<file path="config.mk">
export PLATFORM = sky130hd
export DESIGN_NAME = reg_writeback
export DESIGN_NICKNAME = d
export VERILOG_FILES = /design/src/rtl/reg_writeback.sv
export SDC_FILE = /design/constraint.sdc
export NUM_CORES = 1
export LEC_CHECK = 0
export ABC_AREA = 1
export CAP_MARGIN = 25
export CORE_MARGIN = 4
export CORE_UTILIZATION = 59
export DETAILED_ROUTE_END_ITERATION = 16
export PLACE_DENSITY = 0.85
export RECOVER_POWER = 50
export SLEW_MARGIN = 20
export SYNTH_ARGS = -nofsm -noshare
export SYNTH_HDL_FRONTEND = slang
export SYNTH_SLANG_ARGS = --single-unit
</file>
<file path="constraint.sdc">
create_clock -name clk -period 8.75 [get_ports clk]
set_clock_uncertainty 0.15 [all_clocks]
set_input_delay 1.75 -clock clk [delete_from_list [all_inputs] [get_ports clk]]
set_output_delay 1.75 -clock clk [all_outputs]
set_load 0.005 [all_outputs]
</file>
<file path="src/rtl/reg_writeback.sv">
// Writeback controller: merges ALU results (priority) with FIFO-queued load returns onto
// the register file write port and tracks pending loads. Optional macro: REG_WB_BYPASS_EN.
module reg_writeback #(
    parameter int unsigned DEPTH  = 4,
    parameter int unsigned ADDR_W = 5,
    parameter int unsigned DATA_W = 32
) (
    input  logic                     clk,
    input  logic                     reset,
    input  logic                     alu_valid,
    input  logic [ADDR_W-1:0]        alu_rd,
    input  logic [DATA_W-1:0]        alu_data,
    input  logic                     issue_valid,
    input  logic [ADDR_W-1:0]        issue_rd,
    input  logic                     ld_valid,
    output logic                     ld_ready,
    input  logic [ADDR_W-1:0]        ld_rd,
    input  logic [DATA_W-1:0]        ld_data,
    input  logic [ADDR_W-1:0]        chk_rs1,
    input  logic [ADDR_W-1:0]        chk_rs2,
    output logic                     stall,
    output logic                     wr_en,
    output logic [ADDR_W-1:0]        wr_addr,
    output logic [DATA_W-1:0]        wr_data,
    output logic [$clog2(DEPTH):0]   fifo_count
);

    localparam int unsigned PTR_W = $clog2(DEPTH);
    localparam int unsigned CNT_W = PTR_W + 1;
    localparam int unsigned NREGS = 2 ** ADDR_W;

    typedef struct packed {
        logic [ADDR_W-1:0] rd;
        logic [DATA_W-1:0] data;
    } wb_t;

    wb_t              fifo_mem [DEPTH];
    logic [PTR_W-1:0] wptr;
    logic [PTR_W-1:0] rptr;
    logic [NREGS-1:0] pending;
    logic [NREGS-1:0] pending_nxt;

    wb_t  sel;
    logic sel_valid;
    logic ld_sel;
    logic push;
    logic pop;
    logic fifo_empty;

    assign fifo_empty = (fifo_count == '0);
    assign ld_ready   = (fifo_count != CNT_W'(DEPTH));

    // Hazard check reads only registered scoreboard state; x0 never stalls.
    assign stall = ((chk_rs1 != '0) && pending[chk_rs1]) |
                   ((chk_rs2 != '0) && pending[chk_rs2]);

    // Write-port arbitration: ALU first, then FIFO head (then bypass when enabled).
    always_comb begin
        sel_valid = 1'b0;
        sel       = '0;
        ld_sel    = 1'b0;
        pop       = 1'b0;
        push      = ld_valid && ld_ready;
        if (alu_valid) begin
            sel_valid = 1'b1;
            sel.rd    = alu_rd;
            sel.data  = alu_data;
        end else if (!fifo_empty) begin
            sel_valid = 1'b1;
            sel       = fifo_mem[rptr];
            ld_sel    = 1'b1;
            pop       = 1'b1;
        end
`ifdef REG_WB_BYPASS_EN
        else if (ld_valid) begin
            sel_valid = 1'b1;
            sel.rd    = ld_rd;
            sel.data  = ld_data;
            ld_sel    = 1'b1;
            push      = 1'b0;
        end
`endif
    end

    // Scoreboard update: a new issue outranks a same-edge clear of the same register.
    always_comb begin
        pending_nxt = pending;
        if (ld_sel) begin
            pending_nxt[sel.rd] = 1'b0;
        end
        if (issue_valid && (issue_rd != '0)) begin
            pending_nxt[issue_rd] = 1'b1;
        end
        pending_nxt[0] = 1'b0;
    end

    // Load-return FIFO storage; contents need no reset since count gates reads.
    always_ff @(posedge clk) begin
        if (push) begin
            fifo_mem[wptr] <= '{rd: ld_rd, data: ld_data};
        end
    end

    always_ff @(posedge clk) begin
        if (reset) begin
            wptr       <= '0;
            rptr       <= '0;
            fifo_count <= '0;
            pending    <= '0;
            wr_en      <= 1'b0;
            wr_addr    <= '0;
            wr_data    <= '0;
        end else begin
            pending <= pending_nxt;
            if (push) begin
                wptr <= wptr + PTR_W'(1);
            end
            if (pop) begin
                rptr <= rptr + PTR_W'(1);
            end
            case ({push, pop})
                2'b10:   fifo_count <= fifo_count + CNT_W'(1);
                2'b01:   fifo_count <= fifo_count - CNT_W'(1);
                default: fifo_count <= fifo_count;
            endcase
            // x0 writes consume the slot but never reach the register file.
            wr_en <= sel_valid && (sel.rd != '0);
            if (sel_valid && (sel.rd != '0)) begin
                wr_addr <= sel.rd;
                wr_data <= sel.data;
            end
        end
    end

endmodule

</file>
==> results.txt <==
- The worst register-to-register path ends at wr_data[11].
* Final wirelength: 24.7 mm
- Summed over all layers, the global routing overflow is 0.
- Failing checks: max-capacitance violations, max-slew violations
- In the routed layout, each cell is associated on average with a via count of around 5.8.
- Maximum clock frequency: 165 MHz
- Worst setup EP type: output port
- Relative area change from synthesis to final layout: 22.1%
- The number of max-slew violations in the final report came to 191.
* Synth Area per Inst: 9.47 um^2
- The clock passes through at most 3 buffers.
- Setup violations remaining at the end of the flow were counted as 0.
- The mapped netlist covers 0.00970 mm^2.
* Required time worst endpoint: 6850 ps
- Vertical die dimension: 136 um
- In this run, the combinational gates consume approximately 26% of the power.
- Critical Path Source Type: input port
* Sequential share of power: 44.6%
- Reported max-cap violation count: 5
- Reg-to-reg slack, setup: 5280 ps
* Net switching fraction of the power: about 30%
- Routability-driven placement finished with a final weighted congestion of 0.979.
- Sequential share of the synthesized area: roughly 62%
* Cell-internal power: 2.05 mW
- Postcts setup bufs: 0
* Core Footprint: 0.0160 mm^2
* Crit path DAT: roughly 4200 ps
- After detailed placement, the total cell area comes to 0.0112 mm^2.
* Final cell area excluding filler cells: 0.0119 mm^2
- Initial DRT Pass Iterations: 6
- In this run the power spent charging and discharging nets is 913 uW.
- The number of hold violations in the final report was 0.
* Number of buffers inserted by hold repair at cts: 0
- Once the floorplan was initialized, standard cells occupied around 61% of the core.
- Counting both buffers and inverters, the worst setup path holds a total of 3.
* Crit Path Category: input port to output port
- Of all nets on the critical path, the largest fanout is 20.
* DPL Wire Length: 15.6 mm
- Clock share of power: 29.8%
- For this design the ratio of total power to cell area is ~250 mW/mm^2.
- Global-route wire length before repair: 38.3 mm
- The flow ran to the end, but the final reports show violations.
- Initial drt markers: 865
- Post-Syn Nets: ~1100
- The floorplan step set the die width to 136 um.
- At the pin with the least slew margin, the transition time is 2570 ps.
- The tree built by TritonCTS fans out to between 200 and 250 sinks.
- Pin placement for this block handled 137 I/O pins.
- Total clock buffers created by CTS: 23
- Source of the worst hold timing path: pending[5]
* Class of the worst hold path: flop to flop
* Number of instances on the worst hold path: 2
* Resize count post-CTS: 0
- The root buffer cell chosen for the clock tree is sky130_fd_sc_hd__clkbuf_16.
* Lkg Pwr: 4.54 nW
* IR drop worst, VDD: 0.000230 V
- Die Footprint: approximately 0.019 mm^2
- Peak per-stage delay on the critical path: 870 ps
* Synth cell types: 27
* Count of input and output buffers: 136
- FP Rows: 46
* Slew headroom: -71.6%
- After the last flow step, the layout net total stands at 1241.
* Number of antenna violations at the first check in global routing: 3
- Unrepaired setup endpoints after global routing: false
* Ys Warns: 0
* Routed via count: 7904
- Cells traversed along the worst timing path: clkdlybuf4s50_1 -> inv_1 -> o21ai_0 -> nand3_1 -> nand3_1 -> nand3_1 -> o21ai_0 -> nand2_1 -> clkdlybuf4s50_1
* Largest net degree at the start of global routing: 75
- DRC violation count after routing: 0
* CTS clk-pin slew, worst paths: 60 ps
* Most common cell on crit path: sky130_fd_sc_hd__nand3_1
- Source-to-sink clock delay at the later pin of the worst-skew pair: 500 ps
- Once detail routing completed, the nets flagged for antenna violations numbered 0.
- Synthesized instance count: 1025
- Crit share post-route: 69.5%
- Via count of the first global-routing pass: 7657
- TritonCTS clock tree: done
- Global routing consumed, over all layers together, 26.3% of the routing resources.
- After routing, the total negative slack on setup checks comes to 0 ps.
* Number of H-tree levels: 1
- After detailed routing, the average wire length per cell comes to 18.0 um.
- Cells with a size suffix above 1 make up under 10% of the layout.
- Min cycle time layout: 6080 ps
* Worst-path cell with the longest stage delay: sky130_fd_sc_hd__clkdlybuf4s50_1
- Reg2reg path depth: 12
* Critical path depth in cells: 9
- Synthesis inferred 226 register bits.
- Endpoint, Worst Hold: pending[5]
- Dominant delay contributor by cell family on the critical path: buffers and inverters
==> power groups by stage <==
stage	Sequential, mW	Clock, mW	Combinational, mW
floorplan	1.34	0	0.467
global route	1.33	0.938	0.845
global placement	1.33	0	0.738
CTS	1.32	0.894	0.775
finish	1.32	0.884	0.759
detailed placement	1.34	0	0.769
==> cell usage in the layout, fill, tap and decap left out, drive strengths merged, types with 4 or more instances in the layout <==
cell           Yosys  final
buf               16      6
nand3             41     41
clkdlybuf4s50      0     76
edfxtp           148    148
clkinv             0     10
nand4              5      5
inv               75     76
nand2            196    196
o21ai            118    118
o211ai             6      6
a22oi             32     32
dlygate4sd3        0     59
clkbuf            39     35
ha                 5      5
a21oi             68     68
nor2             159    159
nor3               4      4
dfxtp             78     78
o22ai             33     33
==> routing by layer <==
layer  part of all wire (%)  vias to the layer above  wire [um]  track usage [%]
li1                       -                     3763          -                -
met2                     51                      367      12600             46.3
met1                     38                     3704       9360             32.4
met5                  0.057                        -         14                0
met3                    8.1                       66       2000             4.55
met4                    2.9                        4        726             10.2
==> cell families (layout without fill, tap and decap cells) <==
| logic type | Yosys count | after routing | share of synthesized area (%) |
|---|---|---|---|
| fa+ha+maj | 6 | 6 | 0.851 |
| flops | 226 | 226 | 61.9 |
| buf+inv | 130 | 262 | 5.56 |
| simple gates | 405 | 405 | 17.0 |
| compound gates | 258 | 258 | 14.7 |
| other cells | 0 | 1 | 0 |
==> stage by stage <==
step           hold WS, ps  setup WS [ps]  cells  util, %  power [mW]
2_1_floorplan          286           3990   1025        -        1.80
5_1_grt                332           2420   1374     74.1        3.12
4_1_cts                312           2690   1373     74.2        2.99
6_report               312           2670   1374     74.1        2.96
3_5_place_dp           303           2700   1332     69.9        2.11
3_3_place_gp           294           2750   1331     69.8        2.07
==> flip-flops by register name, summed over array words and instances, names as in the netlist, named ones only <==
signal,flops
wptr,2
rptr,2
wr_data,32
fifo_count,3
fifo_mem,148
pending,31
wr_en,1
wr_addr,5
==> tightest hold or removal path: cells and delay by family (launching register included) <==
kind	cells	cell delay, ps
AO/OA/AOI/OAI	1	50
flip-flops	1	310
AND/OR/NAND/NOR	1	60
==> final cells by class <==
class | instances | area, um^2
clock buffer | 30 | 622
inverter | 75 | 282
sequential | 226 | 6010
antenna | 1 | 2.50
multi-input combinational | 669 | 3190
tap | 216 | 270
clock inverter | 11 | 53.8
timing repair buffer | 146 | 1430
fill | 1206 | 4150
==> cell usage after synthesis <==
cell type                    n  area share (%)
sky130_fd_sc_hd__nand3_2     3            0.31
sky130_fd_sc_hd__nor3_1      4            0.21
sky130_fd_sc_hd__a21oi_1    68             3.5
sky130_fd_sc_hd__nand3_1    38             2.0
sky130_fd_sc_hd__buf_1       1           0.039
sky130_fd_sc_hd__buf_2       8            0.41
sky130_fd_sc_hd__a22oi_1    32             2.5
sky130_fd_sc_hd__fa_1        1            0.21
sky130_fd_sc_hd__nand2_1   190             7.3
sky130_fd_sc_hd__ha_1        5            0.64
sky130_fd_sc_hd__nand4_1     5            0.32
sky130_fd_sc_hd__o21ai_0   118             6.1
sky130_fd_sc_hd__inv_2       4            0.15
sky130_fd_sc_hd__o211ai_1    6            0.46
sky130_fd_sc_hd__o22ai_1    33             2.1
sky130_fd_sc_hd__inv_1      71             2.7
sky130_fd_sc_hd__nor2_4      1            0.12
sky130_fd_sc_hd__nor2_1    157             6.1
sky130_fd_sc_hd__nand2_2     5            0.32
sky130_fd_sc_hd__nor2_8      1            0.21
sky130_fd_sc_hd__buf_6       4            0.46
sky130_fd_sc_hd__dfxtp_1    78              16
sky130_fd_sc_hd__buf_4       3            0.23
sky130_fd_sc_hd__clkbuf_1   39             1.5
sky130_fd_sc_hd__edfxtp_1  148              46
sky130_fd_sc_hd__nand2_4     1            0.12
sky130_fd_sc_hd__a31oi_1     1           0.065
==> how the worst max path moves through the flow <==
stage / start / end / slack, ps
after CTS: chk_rs1[0] / stall / 2690
after global routing: chk_rs1[0] / stall / 2420
after detailed placement: chk_rs1[0] / stall / 2700
final: chk_rs1[0] / stall / 2670
after global placement: chk_rs1[0] / stall / 2750
after floorplan: chk_rs1[0] / stall / 3990
Power figures use the tool's default switching activity.
